==> config.mk <==
export PLATFORM = sky130hd
export DESIGN_NAME = sram_serial_reader_flat
export DESIGN_NICKNAME = d
export VERILOG_FILES = /design/src/rtl/sram_serial_reader_pkg.sv /design/src/rtl/sram_serial_reader_if.sv /design/src/rtl/sram_serial_reader_piso_shift.sv /design/src/rtl/sram_serial_reader.sv /design/src/flat_wrapper.sv
export SDC_FILE = /design/constraint.sdc
export NUM_CORES = 1
export LEC_CHECK = 0
export CORE_MARGIN = 4
export CORE_UTILIZATION = 51
export CTS_CLUSTER_SIZE = 14
export DETAILED_ROUTE_END_ITERATION = 8
export PLACE_DENSITY = 0.85
export SLEW_MARGIN = 0
export SYNTH_ARGS = -nofsm -noshare
export SYNTH_HDL_FRONTEND = slang
export SYNTH_SLANG_ARGS = --single-unit
==> constraint.sdc <==
create_clock -name avr_clk -period 3.07 [get_ports avr_clk]
set_input_delay 0.614 -clock avr_clk [delete_from_list [all_inputs] [get_ports avr_clk]]
set_output_delay 0.614 -clock avr_clk [all_outputs]
set_load 0.02 [all_outputs]
==> src/rtl/sram_serial_reader_pkg.sv <==
// Shared definitions for the SRAM serial read-back path: default widths,
// FSM state encoding and the idle level of the SRAM control strobes.
package qd2_pkg;

   localparam int DEF_ADDR_W = 21;
   localparam int DEF_DATA_W = 8;

   typedef enum logic [1:0] {
      ST_IDLE  = 2'd0,
      ST_READ  = 2'd1,
      ST_SHIFT = 2'd2
   } state_t;

   // Inactive (high) level for the active-low SRAM strobes.
   localparam logic SRAM_CTRL_IDLE = 1'b1;

endpackage

==> src/rtl/sram_serial_reader_if.sv <==
// AVR-side and SRAM-side signal bundle of the serial reader.
// The master modport is the AVR/SRAM environment, the slave is the reader.
interface sram_serial_reader_if
   import qd2_pkg::*;
#(
   parameter int ADDR_W = DEF_ADDR_W,
   parameter int DATA_W = DEF_DATA_W
);
   logic [ADDR_W-1:0] start_addr;
   logic              load;
   logic              rd_req;
   logic              shift_en;
   logic [DATA_W-1:0] sram_data;
   logic [ADDR_W-1:0] sram_addr;
   logic              sram_oe_n;
   logic              sram_ce_n;
   logic              avr_so;
   logic              busy;
   logic              byte_done;

   modport master (
      output start_addr, load, rd_req, shift_en, sram_data,
      input  sram_addr, sram_oe_n, sram_ce_n, avr_so, busy, byte_done
   );

   modport slave (
      input  start_addr, load, rd_req, shift_en, sram_data,
      output sram_addr, sram_oe_n, sram_ce_n, avr_so, busy, byte_done
   );
endinterface

==> src/rtl/sram_serial_reader_piso_shift.sv <==
// Parallel-in/serial-out register: MSB is presented first, zero fill on shift.
// `last` flags that the next shift moves out the final bit of the byte.
module piso_shift #(
   parameter int DATA_W = 8
) (
   input  logic              clk,
   input  logic              rst,
   input  logic              clr,
   input  logic              load,
   input  logic              shift,
   input  logic [DATA_W-1:0] din,
   output logic              so,
   output logic              last
);
   localparam int CNT_W = (DATA_W > 2) ? $clog2(DATA_W) : 1;

   logic [DATA_W-1:0] sreg_r;
   logic [CNT_W-1:0]  bit_cnt_r;

   // Shift register and bit counter; load restarts the count for a new byte.
   always_ff @(posedge clk) begin
      if (rst || clr) begin
         sreg_r    <= {DATA_W{1'b0}};
         bit_cnt_r <= {CNT_W{1'b0}};
      end else if (load) begin
         sreg_r    <= din;
         bit_cnt_r <= {CNT_W{1'b0}};
      end else if (shift) begin
         sreg_r    <= {sreg_r[DATA_W-2:0], 1'b0};
         bit_cnt_r <= bit_cnt_r + CNT_W'(1);
      end else begin
         sreg_r    <= sreg_r;
         bit_cnt_r <= bit_cnt_r;
      end
   end

   assign so   = sreg_r[DATA_W-1];
   assign last = (bit_cnt_r == CNT_W'(DATA_W - 1));
endmodule

==> src/rtl/sram_serial_reader.sv <==
// Fetches one SRAM byte per request and shifts it to the AVR MSB-first,
// auto-incrementing the SRAM address after each completed byte.
module sram_serial_reader
   import qd2_pkg::*;
#(
   parameter int ADDR_W        = DEF_ADDR_W,
   parameter int DATA_W        = DEF_DATA_W,
   parameter int ACCESS_CYCLES = 2
) (
   input  logic                 avr_clk,
   input  logic                 avr_reset,
   sram_serial_reader_if.slave  bus
);
   localparam int WAIT_W = (ACCESS_CYCLES > 1) ? $clog2(ACCESS_CYCLES) : 1;
   localparam logic [WAIT_W-1:0] WAIT_LAST = WAIT_W'(ACCESS_CYCLES - 1);

   state_t            state_r;
   logic [ADDR_W-1:0] addr_r;
   logic [WAIT_W-1:0] wait_cnt_r;
   logic              oe_n_r;
   logic              ce_n_r;
   logic              busy_r;
   logic              byte_done_r;
   logic              capture_s;
   logic              shift_s;
   logic              last_s;
   logic              so_s;

   // The wait count only runs once the strobes are already low, so data is
   // sampled after exactly ACCESS_CYCLES cycles of active oe_n/ce_n.
   assign capture_s = (state_r == ST_READ) && !oe_n_r && (wait_cnt_r == WAIT_LAST) && !bus.load;
   assign shift_s   = (state_r == ST_SHIFT) && bus.shift_en && !bus.load;

   piso_shift #(.DATA_W(DATA_W)) u_piso (
      .clk   (avr_clk),
      .rst   (avr_reset),
      .clr   (bus.load),
      .load  (capture_s),
      .shift (shift_s),
      .din   (bus.sram_data),
      .so    (so_s),
      .last  (last_s)
   );

   // Read FSM with wait counter, address counter and registered strobes.
   always_ff @(posedge avr_clk) begin
      if (avr_reset) begin
         state_r     <= ST_IDLE;
         addr_r      <= {ADDR_W{1'b0}};
         wait_cnt_r  <= {WAIT_W{1'b0}};
         oe_n_r      <= SRAM_CTRL_IDLE;
         ce_n_r      <= SRAM_CTRL_IDLE;
         busy_r      <= 1'b0;
         byte_done_r <= 1'b0;
      end else if (bus.load) begin
         state_r     <= ST_IDLE;
         addr_r      <= bus.start_addr;
         wait_cnt_r  <= {WAIT_W{1'b0}};
         oe_n_r      <= SRAM_CTRL_IDLE;
         ce_n_r      <= SRAM_CTRL_IDLE;
         busy_r      <= 1'b0;
         byte_done_r <= 1'b0;
      end else begin
         byte_done_r <= 1'b0;
         case (state_r)
            ST_IDLE: begin
               if (bus.rd_req) begin
                  state_r    <= ST_READ;
                  busy_r     <= 1'b1;
                  wait_cnt_r <= {WAIT_W{1'b0}};
               end else begin
                  busy_r     <= 1'b0;
               end
            end
            ST_READ: begin
               if (oe_n_r) begin
                  oe_n_r     <= 1'b0;
                  ce_n_r     <= 1'b0;
               end else if (wait_cnt_r == WAIT_LAST) begin
                  oe_n_r     <= SRAM_CTRL_IDLE;
                  ce_n_r     <= SRAM_CTRL_IDLE;
                  wait_cnt_r <= {WAIT_W{1'b0}};
                  state_r    <= ST_SHIFT;
               end else begin
                  wait_cnt_r <= wait_cnt_r + WAIT_W'(1);
               end
            end
            ST_SHIFT: begin
               if (bus.shift_en && last_s) begin
                  byte_done_r <= 1'b1;
                  busy_r      <= 1'b0;
                  addr_r      <= addr_r + ADDR_W'(1);
                  state_r     <= ST_IDLE;
               end else begin
                  busy_r      <= 1'b1;
               end
            end
            default: begin
               state_r     <= ST_IDLE;
               wait_cnt_r  <= {WAIT_W{1'b0}};
               oe_n_r      <= SRAM_CTRL_IDLE;
               ce_n_r      <= SRAM_CTRL_IDLE;
               busy_r      <= 1'b0;
            end
         endcase
      end
   end

   assign bus.sram_addr = addr_r;
   assign bus.sram_oe_n = oe_n_r;
   assign bus.sram_ce_n = ce_n_r;
   assign bus.avr_so    = so_s;
   assign bus.busy      = busy_r;
   assign bus.byte_done = byte_done_r;
endmodule

==> src/flat_wrapper.sv <==
// flat-port wrapper written by rule: the top's interface ports become plain ports
module sram_serial_reader_flat import qd2_pkg::*;
#(
   parameter int ADDR_W        = DEF_ADDR_W,
   parameter int DATA_W        = DEF_DATA_W,
   parameter int ACCESS_CYCLES = 2
)
  (avr_clk, avr_reset, bus_start_addr, bus_load, bus_rd_req, bus_shift_en, bus_sram_data, bus_sram_addr, bus_sram_oe_n, bus_sram_ce_n, bus_avr_so, bus_busy, bus_byte_done);
  sram_serial_reader_if #(.ADDR_W(ADDR_W), .DATA_W(DATA_W)) bus_i ();
  input  logic avr_clk;
  input  logic avr_reset;
  input wire logic [$bits(bus_i.start_addr)-1:0] bus_start_addr;
  input wire logic [$bits(bus_i.load)-1:0] bus_load;
  input wire logic [$bits(bus_i.rd_req)-1:0] bus_rd_req;
  input wire logic [$bits(bus_i.shift_en)-1:0] bus_shift_en;
  input wire logic [$bits(bus_i.sram_data)-1:0] bus_sram_data;
  output wire logic [$bits(bus_i.sram_addr)-1:0] bus_sram_addr;
  output wire logic [$bits(bus_i.sram_oe_n)-1:0] bus_sram_oe_n;
  output wire logic [$bits(bus_i.sram_ce_n)-1:0] bus_sram_ce_n;
  output wire logic [$bits(bus_i.avr_so)-1:0] bus_avr_so;
  output wire logic [$bits(bus_i.busy)-1:0] bus_busy;
  output wire logic [$bits(bus_i.byte_done)-1:0] bus_byte_done;
  assign bus_i.start_addr = bus_start_addr;
  assign bus_i.load = bus_load;
  assign bus_i.rd_req = bus_rd_req;
  assign bus_i.shift_en = bus_shift_en;
  assign bus_i.sram_data = bus_sram_data;
  assign bus_sram_addr = bus_i.sram_addr;
  assign bus_sram_oe_n = bus_i.sram_oe_n;
  assign bus_sram_ce_n = bus_i.sram_ce_n;
  assign bus_avr_so = bus_i.avr_so;
  assign bus_busy = bus_i.busy;
  assign bus_byte_done = bus_i.byte_done;
  sram_serial_reader #(.ADDR_W(ADDR_W), .DATA_W(DATA_W), .ACCESS_CYCLES(ACCESS_CYCLES)) u_core (.avr_clk(avr_clk), .avr_reset(avr_reset), .bus(bus_i));
endmodule
==> report_table.html, run 1 <==
<table>
<tr><th>Metric</th><th>Value</th></tr>
<tr><th colspan="2">Critical path</th></tr>
<tr><td>Required @ worst endpoint</td><td>between 3 and 4 ns</td></tr>
<tr><td>CP cell instances</td><td>clkdlybuf4s50_1 &gt; nand4b_4 &gt; nor4_4 &gt; nand4_1 &gt; a311oi_1</td></tr>
<tr><td>Type of destination of the critical path</td><td>flip-flop</td></tr>
<tr><td>Worst-path cell with the longest stage delay</td><td>clkdlybuf4s50_1</td></tr>
<tr><td>Worst path max stage delay</td><td>0.58 ns</td></tr>
<tr><td>Startpoint type of the worst setup path</td><td>input pin</td></tr>
<tr><td>Largest delay share family, worst path</td><td>simple AND/OR/NAND/NOR gates</td></tr>
<tr><td>WS Path Type</td><td>input pin to flip-flop</td></tr>
<tr><td>Data arrival time of the critical path</td><td>between 2 and 2.5 ns</td></tr>
<tr><td>WP buf/inv</td><td>1</td></tr>
<tr><td>Maximum fanout along the worst path</td><td>14</td></tr>
<tr><th colspan="2">STA</th></tr>
<tr><td>Max-slew violation count</td><td>0</td></tr>
<tr><td>Tcrit/Tclk final</td><td>0.730</td></tr>
<tr><td>TNS Setup</td><td>0 ns</td></tr>
<tr><td>Layout Skew</td><td>0.00781 ns</td></tr>
<tr><td>Maximum clock rate</td><td>446 MHz</td></tr>
<tr><td>Setup repair after global routing missed its margin</td><td>false</td></tr>
<tr><td>Slew headroom</td><td>0.659</td></tr>
<tr><td>Minimum clock period after layout</td><td>about 2.2 ns</td></tr>
<tr><td>Count of endpoints failing hold in the final timing report</td><td>0</td></tr>
<tr><td>Setup violation total in the final timing report</td><td>0</td></tr>
<tr><td>Slew @ Worst Pin</td><td>0.508 ns</td></tr>
<tr><th colspan="2">Layout</th></tr>
<tr><td>Relative area change from synthesis to final layout</td><td>34.1%</td></tr>
<tr><td>Fraction of layout cells with a size suffix above 1</td><td>0.0782</td></tr>
<tr><td>Layout net count</td><td>343</td></tr>
<tr><td>Antenna diode instance count</td><td>0</td></tr>
<tr><td>Finished layout cell area</td><td>2820 sq um</td></tr>
<tr><td>Non-filler instance count after layout</td><td>357</td></tr>
<tr><td>FILL cells</td><td>340</td></tr>
<tr><th colspan="2">Drt</th></tr>
<tr><td>Detail-routed via count per cell</td><td>between 5 and 6</td></tr>
<tr><td>Number of search-and-repair iterations in the first detailed-routing pass</td><td>4</td></tr>
<tr><td>First-iteration detailed-routing DRC count</td><td>130</td></tr>
<tr><td>Post-route DRC</td><td>0</td></tr>
<tr><td>Vias</td><td>1985</td></tr>
<tr><td>Post-detailed-route count of antenna-violating nets</td><td>0</td></tr>
<tr><td>Average routed wire per standard cell</td><td>13.9 um</td></tr>
<tr><td>Routed wire length</td><td>4.95 mm</td></tr>
<tr><th colspan="2">Pwr</th></tr>
<tr><td>Static Leak</td><td>about 0.97 nW</td></tr>
<tr><td>Power density over cell area</td><td>399 nW/um^2</td></tr>
<tr><td>Peak supply drop</td><td>roughly 0.24 mV</td></tr>
<tr><th colspan="2">Logic synthesis</th></tr>
<tr><td>Share of the yosys chip area belonging to registers</td><td>0.372</td></tr>
<tr><td>Leading post-synthesis cells by instance count</td><td>39 x dfxtp_1, 30 x nand2_1, 26 x nor2_1, 14 x a21oi_1, 13 x inv_1</td></tr>
<tr><td>Most repeated cell in the gate-level netlist after synthesis</td><td>dfxtp_1</td></tr>
<tr><td>Fraction of the mapped netlist area in adder cells</td><td>0.0179</td></tr>
<tr><td>Average cell area after synthesis</td><td>8.30 sq um</td></tr>
<tr><td>Area fraction of the dominant cell type after synthesis</td><td>0.372</td></tr>
<tr><td>Combinational family with the most area after synthesis</td><td>simple AND/OR/NAND/NOR gates</td></tr>
<tr><td>Top cells by area in the synthesized netlist</td><td>dfxtp_1 37%, nand2_1 5.4%, nor2_1 4.6%, xnor2_1 4.2%, a21oi_1 3.3%</td></tr>
<tr><td>Area leader, netlist</td><td>dfxtp_1</td></tr>
<tr><td>Number of enable flip-flop cells after synthesis</td><td>0</td></tr>
<tr><td>Compound-Gate Fraction of Synth Area</td><td>0.172</td></tr>
<tr><td>Fraction of synthesized area in multiplexers</td><td>0.0334</td></tr>
<tr><td>Parity-gate share of the synthesized area counting xor and xnor cells</td><td>0.0459</td></tr>
<tr><td>Number of distinct standard cells referenced by the synthesized netlist</td><td>45</td></tr>
<tr><td>Asr flop ratio synth</td><td>0</td></tr>
<tr><td>Post-synthesis register bit count</td><td>39</td></tr>
<tr><td>Most instantiated flip-flop cell in the synthesis netlist</td><td>dfxtp_1</td></tr>
<tr><td>Netlist area before placement</td><td>2100 sq um</td></tr>
<tr><td>Post-synthesis net count</td><td>290</td></tr>
<tr><td>Instance count of the mapped netlist</td><td>~250</td></tr>
<tr><td>Total number of yosys warnings</td><td>0</td></tr>
<tr><td>Area fraction in and, or, nand and nor cells after synthesis</td><td>0.304</td></tr>
<tr><th colspan="2">Clock network</th></tr>
<tr><td>Post-CTS resize count</td><td>0</td></tr>
<tr><td>Post-CTS Setup Repair Bufs</td><td>0</td></tr>
<tr><td>Total CTS buffers</td><td>5</td></tr>
<tr><td>Clock-pin slew of the registers on the worst-case setup and hold paths</td><td>0.07 ns</td></tr>
<tr><td>Number of sinks on the clock net</td><td>39</td></tr>
<tr><td>Root Driver</td><td>clkbuf_8</td></tr>
<tr><td>Number of H-tree levels</td><td>2</td></tr>
<tr><td>Maximum buffer depth of the clock tree</td><td>2</td></tr>
<tr><td>Count of hold buffers inserted by post-cts repair</td><td>0</td></tr>
<tr><td>Skew-Pair Late Insertion Delay</td><td>0.28 ns</td></tr>
<tr><td>CTS tree</td><td>done</td></tr>
<tr><th colspan="2">Global routing</th></tr>
<tr><td>Via count of the first global-routing pass</td><td>1859</td></tr>
<tr><td>Largest net degree at the start of global routing</td><td>29</td></tr>
<tr><td>GRT overflow</td><td>0</td></tr>
<tr><td>Global-route wire length before repair</td><td>8.29 mm</td></tr>
<tr><td>Initial antenna violation count</td><td>0</td></tr>
<tr><td>All-Layer GR Usage</td><td>0.197</td></tr>
<tr><th colspan="2">Place</th></tr>
<tr><td>IO buf count</td><td>between 50 and 60</td></tr>
<tr><td>Instance area after placement</td><td>2720 sq um</td></tr>
<tr><td>Placed wire-length estimate after detailed placement</td><td>between 3 and 4 mm</td></tr>
<tr><td>Final weighted congestion in routability-driven placement</td><td>between 0.8 and 0.9</td></tr>
<tr><td>Placed Instances</td><td>349</td></tr>
<tr><th colspan="2">Flow run</th></tr>
<tr><td>Reported max-cap violation count</td><td>0</td></tr>
<tr><th colspan="2">Status</th></tr>
<tr><td>Status</td><td>finished, final reports clean</td></tr>
<tr><th colspan="2">Floorplan</th></tr>
<tr><td>Die W</td><td>72.2 um</td></tr>
<tr><td>Initial cell density of the core</td><td>0.525</td></tr>
<tr><td>Die outline area</td><td>roughly 5200 sq um</td></tr>
<tr><td>Floorplan core area</td><td>between 4000 and 5000 sq um</td></tr>
<tr><td># rows</td><td>23</td></tr>
<tr><td>Die Height</td><td>between 70 and 80 um</td></tr>
<tr><td>Number of top-level pins</td><td>60</td></tr>
<tr><th colspan="2">Hold path</th></tr>
<tr><td>Hold crit path type</td><td>flip-flop to flip-flop</td></tr>
</table>
## cells by family after synthesis
family                   after synthesis
multiplexers                           7
AO/OA/AOI/OAI                         52
buffers and inverters                 30
adder cells (fa/ha/maj)                3
flip-flops                            39
XOR/XNOR                              11
AND/OR/NAND/NOR                      111
## path summary, 6_finish.rpt
path	slack, ns	to	startpoint	depth (start not counted)
max reg2reg	1.02	u_core.bus.sram_addr[13]	u_core.u_piso.bit_cnt_r[0]	6
min	0.45	u_core.u_piso.sreg_r[7]	u_core.u_piso.sreg_r[7]	2
min reg2reg	0.45	u_core.u_piso.sreg_r[7]	u_core.u_piso.sreg_r[7]	2
max	0.83	u_core.bus.sram_addr[13]	bus_shift_en	5
## through the flow
stage               hold WS [ns]  total power, mW  worst slack, ns   util
global route               0.469             1.18            0.632  0.704
CTS                        0.452             1.14            0.838  0.704
global placement           0.437            0.757            0.571  0.679
finish                     0.448             1.13            0.828  0.704
detailed placement         0.440            0.761            0.521  0.679
floorplan                  0.424            0.658             1.31      -
## layout make-up
cell class | instances | area, sq um | area share
clock buffers | 8 | 100 | 0.0355
inverters | 13 | 48.8 | 0.0173
multi-input cells | 184 | 1200 | 0.428
flip-flops and latches | 39 | 781 | 0.277
well taps | 50 | 62.6 | 0.0222
repair buffers | 63 | 621 | 0.220
## worst register-to-register path: cells and delay by family (launching register included)
family | cells | cell delay [ns]
adders and majority gates | 2 | 0.39
DFF | 1 | 0.35
and+or+nand+nor | 3 | 0.97
AOI/OAI and AO/OA | 1 | 0.25
## per-layer routing
| metal | GRT usage | part of all wire | wire, um |
|---|---|---|---|
| met5 | 0 | 0 | 0 |
| met4 | 0.0501 | 0.011 | 55 |
| met3 | 0.0346 | 0.050 | 247 |
| met2 | 0.358 | 0.49 | 2430 |
| met1 | 0.239 | 0.45 | 2220 |
## power by group
part,internal [mW],switching (mW)
combinational,0.104,0.0852
sequential,0.527,0.0324
clock,0.205,0.171
total,0.837,0.288
## state kept, by name, indices dropped and copies added (netlist names)
name / flops
u_core.bus.sram_ce_n: 1
u_core.bus.sram_oe_n: 1
u_core.bus.sram_addr: 21
u_core.u_piso.sreg_r: 8
u_core.bus.busy: 1
u_core.u_piso.bit_cnt_r: 3
u_core.bus.byte_done: 1
u_core.state_r: 2
u_core.wait_cnt_r: 1
## placed cells by master (no fill, tap or decap), drive strengths merged, types with 3 or more instances in the layout
cell type      Yosys  routed
mux2i              7       7
o21ai              7       7
nor4               8       8
ha                 3       3
nor2b              3       3
a311oi             6       6
nand3              8       8
nand2             30      30
clkdlybuf4s50      0      59
dfxtp             39      39
a21oi             14      14
nor3               9       9
buf                7       4
or3                3       3
xnor2             10      10
a211oi             9       9
nand4              6       6
o221ai             4       4
o211ai             4       4
nor3b              5       5
inv               13      13
nor2              26      26
clkbuf            10       8
Note: power is estimated with default switching activity, not from simulation.
==> run 2, diff against run 1 <==
--- a/config.mk
+++ b/config.mk
@@ -6,10 +6,10 @@
 export NUM_CORES = 1
 export LEC_CHECK = 0
 export CORE_MARGIN = 4
-export CORE_UTILIZATION = 51
+export CORE_UTILIZATION = 43
 export CTS_CLUSTER_SIZE = 14
 export DETAILED_ROUTE_END_ITERATION = 8
-export PLACE_DENSITY = 0.85
+export PLACE_DENSITY = 0.76
 export SLEW_MARGIN = 0
 export SYNTH_ARGS = -nofsm -noshare
 export SYNTH_HDL_FRONTEND = slang
==> constraint.sdc (replaced) <==
create_clock -name avr_clk -period 1.9 [get_ports avr_clk]
set_input_delay 0.38 -clock avr_clk [delete_from_list [all_inputs] [get_ports avr_clk]]
set_output_delay 0.38 -clock avr_clk [all_outputs]
set_load 0.02 [all_outputs]
==> report_table.html, run 2 (same netlist as run 1, synthesis figures left out) <==
<table>
<tr><th>Metric</th><th>Value</th></tr>
<tr><th colspan="2">Status</th></tr>
<tr><td>Status</td><td>finished, final reports clean</td></tr>
<tr><th colspan="2">STA</th></tr>
<tr><td>Hold Slack</td><td>0.445 ns</td></tr>
<tr><td>Max-slew violation count</td><td>0</td></tr>
<tr><td>TNS Setup</td><td>0 ns</td></tr>
<tr><td>Layout Skew</td><td>about 0.009 ns</td></tr>
<tr><td>Minimum clock period after layout</td><td>1.82 ns</td></tr>
<tr><td>Tcrit/Tclk final</td><td>0.959</td></tr>
<tr><td>Count of endpoints failing hold in the final timing report</td><td>0</td></tr>
<tr><td>Setup repair after global routing missed its margin</td><td>true</td></tr>
<tr><td>Slew headroom</td><td>0.760</td></tr>
<tr><td>Slew @ Worst Pin</td><td>0.360 ns</td></tr>
<tr><td>Setup violation total in the final timing report</td><td>0</td></tr>
<tr><td>Maximum clock rate</td><td>roughly 550 MHz</td></tr>
<tr><th colspan="2">Floorplan</th></tr>
<tr><td>Die W</td><td>77.9 um</td></tr>
<tr><td>Initial cell density of the core</td><td>0.445</td></tr>
<tr><td>Die outline area</td><td>roughly 6000 sq um</td></tr>
<tr><td>Die Height</td><td>just under 80 um</td></tr>
<tr><td>Floorplan core area</td><td>4720 sq um</td></tr>
<tr><td>Number of top-level pins</td><td>60</td></tr>
<tr><td># rows</td><td>25</td></tr>
<tr><th colspan="2">Critical path</th></tr>
<tr><td>Worst-path cell with the longest stage delay</td><td>clkdlybuf4s50_1</td></tr>
<tr><td>Type of destination of the critical path</td><td>primary output</td></tr>
<tr><td>Maximum fanout along the worst path</td><td>7</td></tr>
<tr><td>Startpoint type of the worst setup path</td><td>flip-flop</td></tr>
<tr><td>Worst path max stage delay</td><td>0.67 ns</td></tr>
<tr><td>WS Path Type</td><td>flip-flop to primary output</td></tr>
<tr><td>Largest delay share family, worst path</td><td>buffers and inverters</td></tr>
<tr><td>Data arrival time of the critical path</td><td>1.44 ns</td></tr>
<tr><td>CP cell instances</td><td>clkdlybuf4s50_1</td></tr>
<tr><td>WP buf/inv</td><td>1</td></tr>
<tr><td>Required @ worst endpoint</td><td>1.52 ns</td></tr>
<tr><th colspan="2">Drt</th></tr>
<tr><td>First-iteration detailed-routing DRC count</td><td>around 120</td></tr>
<tr><td>Vias</td><td>2055</td></tr>
<tr><td>Routed wire length</td><td>5.20 mm</td></tr>
<tr><td>Number of search-and-repair iterations in the first detailed-routing pass</td><td>4</td></tr>
<tr><td>Average routed wire per standard cell</td><td>13.3 um</td></tr>
<tr><td>Post-route DRC</td><td>0</td></tr>
<tr><td>Detail-routed via count per cell</td><td>between 5 and 6</td></tr>
<tr><td>Post-detailed-route count of antenna-violating nets</td><td>0</td></tr>
<tr><th colspan="2">Pwr</th></tr>
<tr><td>Total Power</td><td>between 1.5 and 2 mW</td></tr>
<tr><td>Fraction of power consumed by sequential logic</td><td>0.483</td></tr>
<tr><td>Power density over cell area</td><td>roughly 620 nW/um^2</td></tr>
<tr><td>Peak supply drop</td><td>0.399 mV</td></tr>
<tr><td>Combinational power share</td><td>0.175</td></tr>
<tr><td>Sw power</td><td>around 0.50 mW</td></tr>
<tr><td>Int Power</td><td>around 1.4 mW</td></tr>
<tr><td>Share of total power consumed by net switching</td><td>0.268</td></tr>
<tr><td>Static Leak</td><td>between 1 and 1.5 nW</td></tr>
<tr><td>Portion of total power attributed to the clock network</td><td>0.342</td></tr>
<tr><th colspan="2">Global routing</th></tr>
<tr><td>All-Layer GR Usage</td><td>0.174</td></tr>
<tr><td>Global-route wire length before repair</td><td>8.65 mm</td></tr>
<tr><td>Largest net degree at the start of global routing</td><td>29</td></tr>
<tr><td>GRT overflow</td><td>0</td></tr>
<tr><td>Initial antenna violation count</td><td>0</td></tr>
<tr><td>Via count of the first global-routing pass</td><td>~1900</td></tr>
<tr><th colspan="2">Layout</th></tr>
<tr><td>FILL cells</td><td>421</td></tr>
<tr><td>Total area of multi-input combinational cells</td><td>1210 sq um</td></tr>
<tr><td>Most frequent standard cell in the layout excluding fill and tap cells</td><td>clkdlybuf4s50_1</td></tr>
<tr><td>Non-filler instance count after layout</td><td>around 390</td></tr>
<tr><td>Relative area change from synthesis to final layout</td><td>42.7%</td></tr>
<tr><td>Finished layout cell area</td><td>between 2000 and 3000 sq um</td></tr>
<tr><td>Sequential cell area</td><td>782 sq um</td></tr>
<tr><td>Antenna diode instance count</td><td>0</td></tr>
<tr><td>Flip-flop count of the largest register after layout</td><td>21</td></tr>
<tr><td>Fraction of layout cells with a size suffix above 1</td><td>0.135</td></tr>
<tr><td>Commonest cells after routing, fill and taps aside</td><td>59 x clkdlybuf4s50_1, 38 x dfxtp_1, 30 x nand2_1</td></tr>
<tr><td>Layout net count</td><td>361</td></tr>
<tr><th colspan="2">Place</th></tr>
<tr><td>Placed Instances</td><td>~380</td></tr>
<tr><td>Instance area after placement</td><td>about 2900 sq um</td></tr>
<tr><td>IO buf count</td><td>59</td></tr>
<tr><td>Final weighted congestion in routability-driven placement</td><td>slightly above 0.8</td></tr>
<tr><td>Placed wire-length estimate after detailed placement</td><td>3.74 mm</td></tr>
<tr><th colspan="2">Flow run</th></tr>
<tr><td>Reported max-cap violation count</td><td>0</td></tr>
<tr><th colspan="2">Clock network</th></tr>
<tr><td>Total CTS buffers</td><td>5</td></tr>
<tr><td>Count of hold buffers inserted by post-cts repair</td><td>0</td></tr>
<tr><td>Maximum buffer depth of the clock tree</td><td>2</td></tr>
<tr><td>Number of H-tree levels</td><td>2</td></tr>
<tr><td>Skew-Pair Late Insertion Delay</td><td>0.30 ns</td></tr>
<tr><td>Number of sinks on the clock net</td><td>39</td></tr>
<tr><td>CTS tree</td><td>done</td></tr>
<tr><td>Root Driver</td><td>clkbuf_8</td></tr>
<tr><td>Clock-pin slew of the registers on the worst-case setup and hold paths</td><td>0.08 ns</td></tr>
<tr><th colspan="2">Hold path</th></tr>
<tr><td>Hold crit path type</td><td>flip-flop to flip-flop</td></tr>
</table>
## run 2: cell count changes in the layout (fill, tap and decap cells not counted)
cell | before | now
ha_2 | 0 | 1
ha_1 | 3 | 2
dfxtp_2 | 0 | 1
buf_4 | 4 | 19
buf_6 | 0 | 2
dfxtp_1 | 39 | 38
buf_12 | 0 | 1
## run 2: final timing paths
kind	from	to	slack, ns	cells past startpoint
setup / recovery	u_core.bus.sram_addr[3]	bus_sram_addr[3]	0.08	1
hold / removal	u_core.u_piso.sreg_r[7]	u_core.u_piso.sreg_r[7]	0.44	2
hold reg to reg	u_core.u_piso.sreg_r[7]	u_core.u_piso.sreg_r[7]	0.44	2
setup reg to reg	u_core.u_piso.bit_cnt_r[1]	u_core.bus.sram_addr[3]	0.12	6
## run 2: per-stage QoR
step	setup slack, ns	util
6_report	0.0779	0.635
5_1_grt	-0.0125	0.635
4_1_cts	0.0189	0.629
3_5_place_dp	-0.146	0.608
3_3_place_gp	-0.0874	0.608
2_1_floorplan	0.199	-
## run 2: cell type report
cell class | instances | area share
Multi-Input combinational cell | 184 | 0.403
Tap cell | 67 | 0.0280
Inverter | 13 | 0.0163
Clock buffer | 8 | 0.0334
Sequential cell | 39 | 0.261
Timing Repair Buffer | 81 | 0.259
## run 2: worst register-to-register path, cell delays in order, from the launching register on
cell and delay (ns):
dfxtp_1 0.35, ha_1 0.16, ha_2 0.21, nand4b_4 0.18, buf_6 0.19, or3_1 0.35
a311oi_1 0.26
## run 2: layer usage
layer | vias up | part of all wire | track usage
met2 | 52 | 0.46 | 0.283
met4 | 0 | 0.019 | 0.0682
met1 | 943 | 0.47 | 0.219
met3 | 11 | 0.053 | 0.0441
li1 | 1049 | - | -
met5 | - | 0 | 0
## run 2: what timing repair did
action	CTS	global route
resized for setup	0	4
setup endpoints to repair	0	13
setup buffers	0	2
endpoints found under the hold margin	0	0
## run 2: power groups by stage
| stage | clock (mW) | combinational [mW] | sequential [mW] |
|---|---|---|---|
| 6_report | 0.639 | 0.327 | 0.902 |
| 5_1_grt | 0.677 | 0.351 | 0.909 |
| 2_1_floorplan | 0 | 0.113 | 0.949 |
| 3_5_place_dp | 0 | 0.327 | 0.920 |
| 4_1_cts | 0.650 | 0.329 | 0.901 |
| 3_3_place_gp | 0 | 0.324 | 0.920 |
==> run 3, diff against run 2 <==
--- a/config.mk
+++ b/config.mk
@@ -7,7 +7,6 @@
 export LEC_CHECK = 0
 export CORE_MARGIN = 4
 export CORE_UTILIZATION = 43
-export CTS_CLUSTER_SIZE = 14
 export DETAILED_ROUTE_END_ITERATION = 8
 export PLACE_DENSITY = 0.76
 export SLEW_MARGIN = 0
==> results of run 3 <==
The final DEF is identical to that of run 2; final timing and power are the same.
